--- src/rtl/mfp_ahb_loader_arbiter_if.sv ---
// ---------------------------------------------------------------------------
// mfp_ahb_loader_arbiter_if
// Bus bundle around the loader arbiter: the CPU AHB-Lite master port
// (cpu_*), the arbitrated port toward mfp_ahb (m_*) and the slave HREADY.
//   master : arbiter view   (cpu_* / HREADY in, m_* out)
//   slave  : environment view (cpu_* / HREADY out, m_* in)
// cpu_HSIDE / m_HSIDE carry {HMASTLOCK, HPROT[3:0], HBURST[2:0]}.
// ---------------------------------------------------------------------------
interface mfp_ahb_loader_arbiter_if #(
   parameter int unsigned ADDR_W = 32
);
   logic [ADDR_W-1:0] cpu_HADDR;
   logic [1:0]        cpu_HTRANS;
   logic [2:0]        cpu_HSIZE;
   logic              cpu_HWRITE;
   logic [31:0]       cpu_HWDATA;
   logic [7:0]        cpu_HSIDE;

   logic [ADDR_W-1:0] m_HADDR;
   logic [1:0]        m_HTRANS;
   logic [2:0]        m_HSIZE;
   logic              m_HWRITE;
   logic [31:0]       m_HWDATA;
   logic [7:0]        m_HSIDE;

   logic              HREADY;

   modport master (
      input  cpu_HADDR, cpu_HTRANS, cpu_HSIZE, cpu_HWRITE, cpu_HWDATA, cpu_HSIDE, HREADY,
      output m_HADDR, m_HTRANS, m_HSIZE, m_HWRITE, m_HWDATA, m_HSIDE
   );

   modport slave (
      output cpu_HADDR, cpu_HTRANS, cpu_HSIZE, cpu_HWRITE, cpu_HWDATA, cpu_HSIDE, HREADY,
      input  m_HADDR, m_HTRANS, m_HSIZE, m_HWRITE, m_HWDATA, m_HSIDE
   );
endinterface

--- src/rtl/mfp_ahb_loader_arbiter.sv ---
// ---------------------------------------------------------------------------
// mfp_ahb_loader_arbiter
// Buffered AHB-Lite loader master plus 2:1 arbiter between the CPU and the
// loader. Parser byte writes are queued and issued as single write transfers;
// ownership only moves at transfer boundaries.
// Ports:
//   HCLK, HRESET       clock, synchronous active-high reset
//   big_endian         lane order for coalesced word writes
//   ld_addr/ld_byte/ld_valid  parser byte-write stream
//   ld_active          serial load in progress (requests the bus)
//   bus                cpu_* in, m_* out, HREADY in (interface, master view)
//   grant_loader       address-phase owner is the loader
//   load_busy          queue / assembly / loader transfer still pending
//   overflow           sticky byte-drop flag
//   fifo_level         queued entries
// Build option: define MFP_LOADER_COALESCE_EN to merge consecutive bytes
// into aligned word writes (FLUSH_CYCLES sets the partial-word timeout).
// ---------------------------------------------------------------------------
module mfp_ahb_loader_arbiter #(
   parameter int unsigned ADDR_W       = 32,
   parameter int unsigned FIFO_DEPTH   = 16,
   parameter int unsigned FLUSH_CYCLES = 8
) (
   input  logic                          HCLK,
   input  logic                          HRESET,
   input  logic                          big_endian,
   input  logic [ADDR_W-1:0]             ld_addr,
   input  logic [7:0]                    ld_byte,
   input  logic                          ld_valid,
   input  logic                          ld_active,
   mfp_ahb_loader_arbiter_if.master      bus,
   output logic                          grant_loader,
   output logic                          load_busy,
   output logic                          overflow,
   output logic [$clog2(FIFO_DEPTH):0]   fifo_level
);
   localparam int unsigned LP_PW = $clog2(FIFO_DEPTH);
   localparam int unsigned LP_CW = LP_PW + 1;

   typedef enum logic [1:0] {L_IDLE, L_ADDR, L_DATA} l_state_t;

   l_state_t            r_state, w_state_nxt;
   logic [ADDR_W+7:0]   r_mem [FIFO_DEPTH];
   logic [LP_PW-1:0]    r_wr_ptr, r_rd_ptr;
   logic [LP_CW-1:0]    r_count;
   logic                r_aowner, r_downer, r_overflow, r_ld_active_q;

   logic                w_empty, w_full, w_push, w_pop, w_drop, w_release;
   logic                w_xfer_done, w_x_ready, w_x_next, w_pending;
   logic [ADDR_W-1:0]   w_head_addr, w_x_addr;
   logic [7:0]          w_head_byte;
   logic [2:0]          w_x_size;
   logic [31:0]         w_x_data;

   assign w_empty     = (r_count == '0);
   assign w_full      = (r_count == LP_CW'(FIFO_DEPTH));
   // A pop in the same cycle frees the slot a full-queue push needs.
   assign w_push      = ld_valid && (!w_full || w_pop);
   assign w_drop      = ld_valid && w_full && !w_pop;
   assign w_head_addr = r_mem[r_rd_ptr][ADDR_W+7:8];
   assign w_head_byte = r_mem[r_rd_ptr][7:0];

   // Byte queue storage (contents need no reset; pointers define validity)
   always_ff @(posedge HCLK) begin
      if (w_push) r_mem[r_wr_ptr] <= {ld_addr, ld_byte};
   end

   // Queue pointers, level and sticky overflow
   always_ff @(posedge HCLK) begin
      if (HRESET) begin
         r_wr_ptr      <= '0;
         r_rd_ptr      <= '0;
         r_count       <= '0;
         r_overflow    <= 1'b0;
         r_ld_active_q <= 1'b0;
      end else begin
         r_ld_active_q <= ld_active;
         if (w_push) r_wr_ptr <= r_wr_ptr + LP_PW'(1);
         if (w_pop)  r_rd_ptr <= r_rd_ptr + LP_PW'(1);
         if (w_push && !w_pop)      r_count <= r_count + LP_CW'(1);
         else if (!w_push && w_pop) r_count <= r_count - LP_CW'(1);
         if (w_drop)                            r_overflow <= 1'b1;
         else if (ld_active && !r_ld_active_q)  r_overflow <= 1'b0;
      end
   end

`ifdef MFP_LOADER_COALESCE_EN
   localparam int unsigned LP_TW = $clog2(FLUSH_CYCLES + 1);

   // Assembly holds r_asm_cnt bytes starting at r_asm_addr, lowest address in [7:0].
   logic [ADDR_W-1:0] r_asm_addr;
   logic [31:0]       r_asm_data;
   logic [2:0]        r_asm_cnt;
   logic              r_flush;
   logic [LP_TW-1:0]  r_idle_cnt;
   logic              w_asm_word, w_can_take, w_contig, w_held_part, w_start_flush;

   assign w_asm_word    = (r_asm_cnt == 3'd4);
   assign w_can_take    = !r_flush && !w_asm_word && !w_empty;
   assign w_contig      = (r_asm_cnt == 3'd0) ||
                          (w_head_addr == r_asm_addr + ADDR_W'(r_asm_cnt));
   assign w_pop         = w_can_take && w_contig;
   assign w_held_part   = (r_asm_cnt != 3'd0) && !w_asm_word && !r_flush;
   // A breaking byte stays queued until the held bytes have been flushed.
   assign w_start_flush = w_held_part && !w_pop &&
                          ((w_can_take && !w_contig) ||
                           (r_idle_cnt == LP_TW'(FLUSH_CYCLES)) ||
                           (!ld_active && w_empty));

   assign w_x_ready = w_asm_word || (r_flush && (r_asm_cnt != 3'd0));
   assign w_x_next  = r_flush && (r_asm_cnt > 3'd1);
   assign w_x_addr  = r_asm_addr;
   assign w_x_size  = w_asm_word ? 3'd2 : 3'd0;
   assign w_x_data  = !w_asm_word ? {4{r_asm_data[7:0]}} :
                      big_endian  ? {r_asm_data[7:0], r_asm_data[15:8],
                                     r_asm_data[23:16], r_asm_data[31:24]} :
                                    r_asm_data;
   assign w_pending = (r_asm_cnt != 3'd0);

   // Word assembly; a flush drains the lowest held byte per completed transfer
   always_ff @(posedge HCLK) begin
      if (HRESET) begin
         r_asm_addr <= '0;
         r_asm_data <= '0;
         r_asm_cnt  <= '0;
         r_flush    <= 1'b0;
         r_idle_cnt <= '0;
      end else begin
         if (w_pop || !w_held_part)                    r_idle_cnt <= '0;
         else if (r_idle_cnt != LP_TW'(FLUSH_CYCLES))  r_idle_cnt <= r_idle_cnt + LP_TW'(1);

         if (w_pop) begin
            if (r_asm_cnt == 3'd0) begin
               r_asm_addr <= w_head_addr;
               r_asm_data <= {24'h0, w_head_byte};
               r_asm_cnt  <= 3'd1;
               r_flush    <= (w_head_addr[1:0] != 2'b00);
            end else begin
               r_asm_data[{r_asm_cnt[1:0], 3'b000} +: 8] <= w_head_byte;
               r_asm_cnt <= r_asm_cnt + 3'd1;
            end
         end else if (w_xfer_done) begin
            if (w_asm_word) begin
               r_asm_cnt <= 3'd0;
            end else begin
               r_asm_addr <= r_asm_addr + ADDR_W'(1);
               r_asm_data <= {8'h00, r_asm_data[31:8]};
               r_asm_cnt  <= r_asm_cnt - 3'd1;
               if (r_asm_cnt == 3'd1) r_flush <= 1'b0;
            end
         end else if (w_start_flush) begin
            r_flush <= 1'b1;
         end
      end
   end
`else
   logic w_unused_cfg;

   // Each queued byte is its own transfer; the head is popped when its data phase completes.
   assign w_pop        = (r_state == L_DATA) && bus.HREADY;
   assign w_x_ready    = !w_empty;
   assign w_x_next     = (r_count > LP_CW'(1));
   assign w_x_addr     = w_head_addr;
   assign w_x_size     = 3'd0;
   assign w_x_data     = {4{w_head_byte}};
   assign w_pending    = 1'b0;
   assign w_unused_cfg = big_endian ^ (FLUSH_CYCLES == 0);
`endif

   // Loader FSM state register
   always_ff @(posedge HCLK) begin
      if (HRESET) r_state <= L_IDLE;
      else        r_state <= w_state_nxt;
   end

   // Loader FSM next state
   always_comb begin
      w_state_nxt = r_state;
      w_xfer_done = 1'b0;
      case (r_state)
         L_IDLE: if (r_aowner && w_x_ready) w_state_nxt = L_ADDR;
         L_ADDR: if (bus.HREADY) w_state_nxt = L_DATA;
         L_DATA: if (bus.HREADY) begin
            w_xfer_done = 1'b1;
            w_state_nxt = w_x_next ? L_ADDR : L_IDLE;
         end
         default: w_state_nxt = L_IDLE;
      endcase
   end

   // Ownership: CPU hands over only between its transfers, loader only when fully drained.
   assign w_release = !ld_active && w_empty && !w_pending && (r_state == L_IDLE);

   always_ff @(posedge HCLK) begin
      if (HRESET) begin
         r_aowner <= 1'b0;
         r_downer <= 1'b0;
      end else begin
         if (!r_aowner) begin
            if (ld_active && !bus.cpu_HTRANS[1] && bus.HREADY) r_aowner <= 1'b1;
         end else if (w_release) begin
            r_aowner <= 1'b0;
         end
         if (bus.HREADY) r_downer <= r_aowner;
      end
   end

   // Address/control follow the address-phase owner, write data the data-phase owner.
   assign bus.m_HADDR  = r_aowner ? w_x_addr : bus.cpu_HADDR;
   assign bus.m_HTRANS = r_aowner ? ((r_state == L_ADDR) ? 2'b10 : 2'b00) : bus.cpu_HTRANS;
   assign bus.m_HSIZE  = r_aowner ? w_x_size : bus.cpu_HSIZE;
   assign bus.m_HWRITE = r_aowner ? 1'b1 : bus.cpu_HWRITE;
   assign bus.m_HSIDE  = r_aowner ? 8'b0_0011_000 : bus.cpu_HSIDE;
   assign bus.m_HWDATA = r_downer ? w_x_data : bus.cpu_HWDATA;

   assign grant_loader = r_aowner;
   assign load_busy    = !w_empty || w_pending || (r_state != L_IDLE);
   assign overflow     = r_overflow;
   assign fifo_level   = r_count;
endmodule
--- src/flat_wrapper.sv ---
// flat-port wrapper written by rule: the top's interface ports become plain ports
module mfp_ahb_loader_arbiter_flat 
#(
   parameter int unsigned ADDR_W       = 32,
   parameter int unsigned FIFO_DEPTH   = 16,
   parameter int unsigned FLUSH_CYCLES = 8
)
  (HCLK, HRESET, big_endian, ld_addr, ld_byte, ld_valid, ld_active, grant_loader, load_busy, overflow, fifo_level, bus_cpu_HADDR, bus_cpu_HTRANS, bus_cpu_HSIZE, bus_cpu_HWRITE, bus_cpu_HWDATA, bus_cpu_HSIDE, bus_HREADY, bus_m_HADDR, bus_m_HTRANS, bus_m_HSIZE, bus_m_HWRITE, bus_m_HWDATA, bus_m_HSIDE);
  mfp_ahb_loader_arbiter_if #(.ADDR_W(ADDR_W)) bus_i ();
  input  logic HCLK;
  input  logic HRESET;
  input  logic big_endian;
  input  logic [ADDR_W-1:0] ld_addr;
  input  logic [7:0] ld_byte;
  input  logic ld_valid;
  input  logic ld_active;
  output logic grant_loader;
  output logic load_busy;
  output logic overflow;
  output logic [$clog2(FIFO_DEPTH):0] fifo_level;
  input wire logic [$bits(bus_i.cpu_HADDR)-1:0] bus_cpu_HADDR;
  input wire logic [$bits(bus_i.cpu_HTRANS)-1:0] bus_cpu_HTRANS;
  input wire logic [$bits(bus_i.cpu_HSIZE)-1:0] bus_cpu_HSIZE;
  input wire logic [$bits(bus_i.cpu_HWRITE)-1:0] bus_cpu_HWRITE;
  input wire logic [$bits(bus_i.cpu_HWDATA)-1:0] bus_cpu_HWDATA;
  input wire logic [$bits(bus_i.cpu_HSIDE)-1:0] bus_cpu_HSIDE;
  input wire logic [$bits(bus_i.HREADY)-1:0] bus_HREADY;
  output wire logic [$bits(bus_i.m_HADDR)-1:0] bus_m_HADDR;
  output wire logic [$bits(bus_i.m_HTRANS)-1:0] bus_m_HTRANS;
  output wire logic [$bits(bus_i.m_HSIZE)-1:0] bus_m_HSIZE;
  output wire logic [$bits(bus_i.m_HWRITE)-1:0] bus_m_HWRITE;
  output wire logic [$bits(bus_i.m_HWDATA)-1:0] bus_m_HWDATA;
  output wire logic [$bits(bus_i.m_HSIDE)-1:0] bus_m_HSIDE;
  assign bus_i.cpu_HADDR = bus_cpu_HADDR;
  assign bus_i.cpu_HTRANS = bus_cpu_HTRANS;
  assign bus_i.cpu_HSIZE = bus_cpu_HSIZE;
  assign bus_i.cpu_HWRITE = bus_cpu_HWRITE;
  assign bus_i.cpu_HWDATA = bus_cpu_HWDATA;
  assign bus_i.cpu_HSIDE = bus_cpu_HSIDE;
  assign bus_i.HREADY = bus_HREADY;
  assign bus_m_HADDR = bus_i.m_HADDR;
  assign bus_m_HTRANS = bus_i.m_HTRANS;
  assign bus_m_HSIZE = bus_i.m_HSIZE;
  assign bus_m_HWRITE = bus_i.m_HWRITE;
  assign bus_m_HWDATA = bus_i.m_HWDATA;
  assign bus_m_HSIDE = bus_i.m_HSIDE;
  mfp_ahb_loader_arbiter #(.ADDR_W(ADDR_W), .FIFO_DEPTH(FIFO_DEPTH), .FLUSH_CYCLES(FLUSH_CYCLES)) u_core (.HCLK(HCLK), .HRESET(HRESET), .big_endian(big_endian), .ld_addr(ld_addr), .ld_byte(ld_byte), .ld_valid(ld_valid), .ld_active(ld_active), .bus(bus_i), .grant_loader(grant_loader), .load_busy(load_busy), .overflow(overflow), .fifo_level(fifo_level));
endmodule
--- config.mk ---
export PLATFORM = sky130hd
export DESIGN_NAME = mfp_ahb_loader_arbiter_flat
export DESIGN_NICKNAME = d
export VERILOG_FILES = /design/src/rtl/mfp_ahb_loader_arbiter_if.sv /design/src/rtl/mfp_ahb_loader_arbiter.sv /design/src/flat_wrapper.sv
export SDC_FILE = /design/constraint.sdc
export NUM_CORES = 1
export LEC_CHECK = 0
export BUFFER_PORTS_ARGS = -buffer_cell sky130_fd_sc_hd__buf_2
export CORE_MARGIN = 8
export CORE_UTILIZATION = 51
export CTS_BUF_LIST = sky130_fd_sc_hd__clkbuf_16
export CTS_CLUSTER_DIAMETER = 40
export CTS_CLUSTER_SIZE = 20
export DETAILED_ROUTE_END_ITERATION = 8
export PLACE_DENSITY_LB_ADDON = 0.25
export SYNTH_ARGS = -nofsm -noshare
export SYNTH_HDL_FRONTEND = slang
export SYNTH_SLANG_ARGS = --single-unit
--- constraint.sdc ---
create_clock -name HCLK -period 5.6 [get_ports HCLK]
set_clock_uncertainty 0.1 [all_clocks]
set_input_delay 0.28 -clock HCLK [delete_from_list [all_inputs] [get_ports HCLK]]
set_output_delay 0.28 -clock HCLK [all_outputs]
set_load 0.01 [all_outputs]
==> results of run 1 <==
==> tightest hold or removal path, cell delays in order, from the launching register on <==
cell	delay, ns
dfxtp_1	0.32
xor2_1	0.06
nor2_1	0.10
==> final cells by class <==
cell class,count,share of cell area
inverter,40,0.004833
timing repair buffer,287,0.05727
clock inverter,62,0.02163
multi-input combinational,498,0.1896
clock buffer,81,0.06525
sequential,663,0.6340
tap,680,0.02739
antenna,1,0.00008055
==> through the flow <==
stage          hold slack [ns]  utilization  power [mW]  setup slack, ns  instance area [sq um]
2_1_floorplan           0.2789            -       5.955           0.9561                  26030
3_3_place_gp            0.3661       0.5479       6.194            2.256                  27880
3_5_place_dp            0.3796       0.5479       6.215            2.196                  27880
4_1_cts                 0.4288       0.6104       11.38            1.653                  31060
5_1_grt                 0.4712       0.6105       11.62            1.467                  31060
6_report                0.4300       0.6105       11.29            1.741                  31060
==> placed cells by master, fill, tap and decap left out, types with 5 or more instances in the layout <==
cell | Yosys | layout
nand2_1 | 10 | 9
xor2_1 | 6 | 6
mux4_2 | 138 | 138
ha_1 | 10 | 10
mux4_1 | 6 | 6
clkinvlp_4 | 0 | 10
clkbuf_16 | 0 | 81
clkinv_4 | 0 | 5
edfxtp_1 | 640 | 640
mux2_2 | 32 | 32
inv_8 | 0 | 5
o21ai_1 | 18 | 18
buf_4 | 10 | 29
dfxtp_1 | 23 | 19
inv_1 | 40 | 50
a22oi_1 | 14 | 14
nor2_4 | 0 | 12
bufinv_16 | 0 | 9
o21ai_0 | 18 | 18
nor2b_1 | 13 | 13
o22ai_1 | 64 | 64
inv_6 | 0 | 12
mux2i_1 | 36 | 36
dlygate4sd3_1 | 0 | 48
a31oi_2 | 8 | 8
a22o_1 | 8 | 8
nor2_1 | 32 | 20
a21oi_1 | 43 | 43
buf_2 | 19 | 208
==> synthesized netlist by cell type (2+ instances only) <==
cell type,number,share of area
a21oi_1,43,0.0083
a22o_1,8,0.0027
a22oi_1,14,0.0040
a31oi_2,8,0.0038
and2_1,2,0.00048
and3_1,2,0.00048
and3b_1,3,0.0010
buf_1,6,0.00087
buf_2,19,0.0037
buf_4,10,0.0029
buf_6,9,0.0039
clkbuf_1,30,0.0043
dfxtp_1,23,0.018
edfxtp_1,640,0.74
ha_1,10,0.0048
inv_1,40,0.0058
mux2_2,32,0.014
mux2i_1,36,0.014
mux4_1,6,0.0061
mux4_2,138,0.12
nand2_1,10,0.0014
nand2b_1,4,0.00096
nand3b_1,2,0.00058
nand4_1,3,0.00072
nor2_1,32,0.0046
nor2b_1,13,0.0031
nor3_1,4,0.00077
o211ai_1,2,0.00058
o21ai_0,18,0.0035
o21ai_1,18,0.0035
o22ai_1,64,0.015
or2_2,4,0.00096
xnor2_1,4,0.0013
xor2_1,6,0.0020
==> per-layer routing <==
layer  vias up  share of wire  track usage
li1       5889              -            -
met1      6943           0.42       0.2551
met2       429           0.51       0.3374
met3        65          0.055      0.03505
met4         0          0.020      0.05960
met5         -              0            0
==> power groups by stage <==
stage / registers [mW] / clock network (mW) / logic [mW]
after floorplan: 5.69 / 0 / 0.269
after global placement: 5.68 / 0 / 0.516
after detailed placement: 5.69 / 0 / 0.530
after CTS: 5.58 / 5.24 / 0.561
after global routing: 5.59 / 5.44 / 0.602
final: 5.58 / 5.15 / 0.552
==> how the worst max path moves through the flow <==
stage | from | end | slack [ns] | cells past startpoint
global route | flop | bus_m_HADDR[0] | 1.47 | 5
global placement | u_core.fifo_level[0] | u_core.r_mem[6][6] | 2.26 | 7
detailed placement | u_core.fifo_level[0] | u_core.r_mem[12][31] | 2.20 | 7
floorplan | u_core.fifo_level[0] | u_core.r_mem[0][0] | 0.96 | 7
finish | flop | bus_m_HADDR[0] | 1.74 | 5
CTS | flop | bus_m_HADDR[0] | 1.65 | 5
==> logic make-up (layout without fill, tap and decap cells) <==
logic type	Yosys count	after routing	share of synthesized area
flops	663	663	0.7560
buf+inv	115	470	0.02216
simple gates	87	87	0.01755
xor+xnor	10	10	0.003365
other cells	0	1	0
compound gates	179	179	0.04297
mux	212	212	0.1531
fa+ha+maj	10	10	0.004807
==> flip-flops by register name (all words and copies together) (netlist names), named ones only <==
| signal | cells |
|---|---|
| u_core.fifo_level | 5 |
| u_core.r_downer | 1 |
| u_core.r_state | 2 |
| u_core.r_rd_ptr | 4 |
| u_core.r_wr_ptr | 4 |
| u_core.overflow | 1 |
| u_core.grant_loader | 1 |
| u_core.r_mem | 640 |
| u_core.r_ld_active_q | 1 |
==> repair_timing <==
item / in CTS / in global routing
hold buffers: 48 / 0
endpoints found under the setup margin: 0 / 0
gates resized for setup: 0 / 0
endpoints found under the hold margin: 655 / 0
==> flow_metrics.tcl, run 1 <==
set metrics [dict create \
    fp.dieH_um 241.9 \
    route.detailed.drc 0 \
    die_area_sq_um 58530 \
    async_flop_share 0 \
    p_clk_frac 0.457 \
    r2r_slack_ns 2.25 \
    io_buffers 208 \
    tns_ns 0 \
    grt_pass1_wl_um 87490 \
    synth_fp_nets 1410 \
    first_global_vias 14050 \
    p_seq_frac 0.494 \
    min_period_over_period 0.6890 \
    antenna_left 0 \
    critical-path-max-stage-delay_ns 0.96 \
    clockRootBuffer "clkbuf_16" \
    slew_violations 0 \
    overflow 0 \
    rsz0062_at_grt "false" \
    syn_to_final_growth_pct 19.34 \
    routed_wl_um 57860 \
    worstPathMaxFanout 48 \
    hold_start "u_core.r_rd_ptr[3]" \
    required_ns 5.22 \
    cts_buffers 77 \
    drive_gt1_frac 0.3519 \
    antenna_found_initial 1 \
    track_usage 0.1965 \
    p_leak_nw 10.20 \
    drtIter0Drc 992 \
    first_pass_iters 4 \
    ys_seq_area_frac 0.7560 \
    ys_types 47 \
    row_count 83 \
    cts_tree "built" \
    outcome "complete, no violations" \
    multi_input_area_sq_um 5889 \
    finalNonFillerCells 2312 \
    p_comb_frac 0.049 \
    placed_cells 2120 \
    arrival_ns 3.48 \
    viasPerCell 5.764 \
    cp_num_buf_inv 2 \
    final_nets 1701 \
    p_sw_mw 2.415 \
    synth_edf_count 640 \
    timing.final.crit_period_ns 3.859 \
    hp-class "reg2reg" \
    p_per_area_nw_per_um2 363.3 \
    switching_share 0.2139 \
    finalWeightedCongestion 0.7358 \
    relSlewSlack 0.2299 \
    tightest_slew_ns 1.152 \
    wl_per_cell_um 25.03 \
    path_clk_slew_ns 0.05 \
    drv_cap 0 \
    start_util 0.5115 \
    clock_path_buffers 3 \
    avgSynthCellArea_sq_um 20.40 \
    finalHoldViolations 0 \
    setup_viol_count_final 0 \
    start_kind "flop" \
    yosysWarnings 0 \
    ir_drop_uv 278.3 \
    path_cells "buf_4, mux4_2, o22ai_1, a21oi_1, buf_2" \
    synthCells 1276 \
    vias 13326 \
    endpoint_kind "output port" \
    grt_start_max_net_pins 84 \
    postCtsSetupBuffers 0 \
    fmax_mhz 259.2 \
    p_int_mw 8.872 \
    hold_depth 2 \
    ios 210 \
    die_x_um 241.9 \
    worstSkewPairLatency_ns 0.59 \
    ff_latch_area_sq_um 19690 \
    htree_levels 3 \
    reg2reg_depth 7 \
    dp_hpwl_um 32470 \
    r2r-start "u_core.fifo_level[0]" \
    ys_ff_latch 663 \
    core_area_sq_um 50890 \
    hold_end "u_core.r_rd_ptr[3]" \
    r2r_end "u_core.r_mem[14][23]" \
    crit_type "reg2out" \
    synth_area_sq_um 26030 \
    cts.sinks 663 \
    crit_slowest_cell "dfxtp_4" \
    fillers 3646 \
    path_delay_family "flip-flops" \
    synth_flop_cell "edfxtp_1" \
]
(Power assumes the default switching activity.)
==> inputs of run 2 (changes only) <==
Settings changed: ABC_AREA set to 1.
Clock period 5.6 ns to 3.35 ns, I/O delays scaled along.
==> run 2 against run 1 <==
Compared with the run above:
- largest power group is now clock
- highest routed layer unchanged
- die area rose by 7.1%
- largest cell class unchanged
- sequential power rose by 66%
- area after synthesis rose by 7.6%
- count of clock-buffer cells in the layout rose by 15
- critical path type unchanged
==> flow_metrics.tcl, run 2 <==
set metrics [dict create \
    outcome "complete, no violations" \
    finalHoldViolations 0 \
    arrival_ns 2.72 \
    clock_path_buffers 3 \
    synth_area_leader_cell "edfxtp_1" \
    start_kind "flop" \
    routed_wl_um 69100 \
    syn_to_final_growth_pct 18.95 \
    power_mw 19.99 \
    grt_start_max_net_pins 185 \
    io_buffers 208 \
    path_clk_slew_ns 0.06 \
    hp-class "in2reg" \
    die_area_sq_um 62660 \
    met2_length_um 34590 \
    row_count 86 \
    wl_met1_um 27770 \
    first_pass_iters 7 \
    route.met3.wl_um 4511 \
    largest_reg_flops 640 \
    synth_commonest_cells "1029 x nand2_1, 640 x edfxtp_1, 486 x nand3_1" \
    avgSynthCellArea_sq_um 10.94 \
    place_ws_ns 0.5726 \
    synth_edf_count 640 \
    cts_hold_buffers 48 \
    async_flop_share 0 \
    r2r-start "u_core.fifo_level[0]" \
    synth_area_sq_um 28000 \
    ff_latch_area_sq_um 19690 \
    final_common_cell "nand2_1" \
    ios 210 \
    synth.most_common_cell "nand2_1" \
    setup_viol_count_final 0 \
    dp_hpwl_um 36630 \
    cts_resized 0 \
    finalWeightedCongestion 0.8834 \
    layout_common_cells "1029 x nand2_1, 640 x edfxtp_1, 486 x nand3_1" \
    min_period_over_period 0.8927 \
    fillers 4247 \
    route.detailed.drc 0 \
    slew_violations 0 \
    clockRootBuffer "clkbuf_16" \
    cts_tree "built" \
    antenna_left 0 \
    ys_ff_latch 663 \
    wl_per_cell_um 19.18 \
    postCtsSetupBuffers 0 \
    timing.final.crit_period_ns 2.991 \
    routed.top_layer "met4" \
    yosysWarnings 0 \
    worstPathMaxFanout 77 \
    required_ns 3.08 \
    whs_ns 0.2942 \
    start_util 0.5122 \
    synth_flop_cell "edfxtp_1" \
    cts_buffers 93 \
    ys_types 29 \
    rsz0062_at_grt "false" \
    multi_input_area_sq_um 6983 \
    dpl_cell_area_sq_um 29680 \
    synth_area_leaders "edfxtp_1 69%, nand2_1 14%, nand3_1 8.7%, inv_1 1.7%, dfxtp_1 1.6%" \
    track_usage 0.2169 \
    placed_cells 3377 \
    die_x_um 250.3 \
    worstSkewPairLatency_ns 0.61 \
    synth_fp_nets 2694 \
    synthCells 2560 \
    final_nets 2950 \
    ys_seq_area_frac 0.7028 \
    grt_pass1_wl_um 107200 \
    antenna_found_initial 2 \
    overflow 0 \
    drv_cap 0 \
    core_area_sq_um 54660 \
    relSlewSlack 0.3801 \
    fin_ws_ns 0.3595 \
    r2r_slack_ns 0.54 \
    fmax_mhz 334.4 \
    drive_gt1_frac 0.1568 \
    cts.sinks 663 \
    endpoint_kind "output port" \
    p_per_area_nw_per_um2 600.2 \
    drtIter0Drc 1477 \
    hold_start "bus_HREADY" \
    htree_levels 3 \
    ir_drop_uv 460.7 \
    finalNonFillerCells 3602 \
    tightest_slew_ns 0.9299 \
    p_leak_nw 13.24 \
    synth_top_cell_area_share 0.6864 \
    final_util 0.6093 \
    fin_area_sq_um 33310 \
    first_global_vias 19565 \
    crit_type "reg2out" \
    fp.dieH_um 250.3 \
    regMostFlops "u_core.r_mem" \
    vias 19470 \
    viasPerCell 5.405 \
    tns_ns 0 \
]
==> run 2: changes by cell type after synthesis, sizes merged, moves of 36 or more <==
| cell | delta |
|---|---|
| inv | +93 |
| mux4 | -144 |
| nand2 | +1023 |
| buf | +78 |
| nand3 | +486 |
| mux2i | -36 |
| o22ai | -64 |
==> run 2: layer usage <==
layer / global-route usage / vias up
met2: 0.3759 / 705
met5: 0 / -
met3: 0.03949 / 153
li1: - / 9223
met4: 0.09328 / 0
met1: 0.2648 / 9389
==> run 2: worst max-delay path, stage by stage (launching register included) <==
cell,delay (ns)
dfxtp_4,0.38
inv_8,0.39
buf_4,0.47
nand2_1,0.11
nand3_1,0.08
nand3_1,0.08
nand2_1,0.09
nand2_1,0.05
nand2_1,0.18
nand2_1,0.07
nand2_1,0.08
buf_2,0.13
==> run 2: power by group <==
group	internal, mW	switching [mW]
sequential	9.24	0.0497
clock	5.81	3.79
combinational	0.376	0.727
==> run 2: cells by family (layout without fill, tap and decap cells) <==
kind of cell	after synthesis	after routing	share of synthesized area
AND/OR/NAND/NOR	1568	1568	0.2332
flip-flops	663	663	0.7028
buffers and inverters	281	617	0.05206
AO/OA/AOI/OAI	34	34	0.006167
adder cells (fa/ha/maj)	10	10	0.004469
XOR/XNOR	4	4	0.001251
other	0	2	0
==> run 2: worst paths after layout <==
| kind | to | depth (start not counted) |
|---|---|---|
| setup / recovery | bus_m_HADDR[0] | 11 |
| hold reg to reg | flop | 2 |
| setup reg to reg | u_core.r_mem[10][33] | 9 |
| hold / removal | u_core.r_downer | 3 |
==> run 2: area by class of cell <==
type	count	area share
clock buffers	96	0.07213
well taps	704	0.02645
inverters	134	0.01544
diodes	2	0.0001503
flip-flops and latches	663	0.5913
clock inverters	79	0.02224
multi-input cells	1616	0.2097
repair buffers	308	0.06266
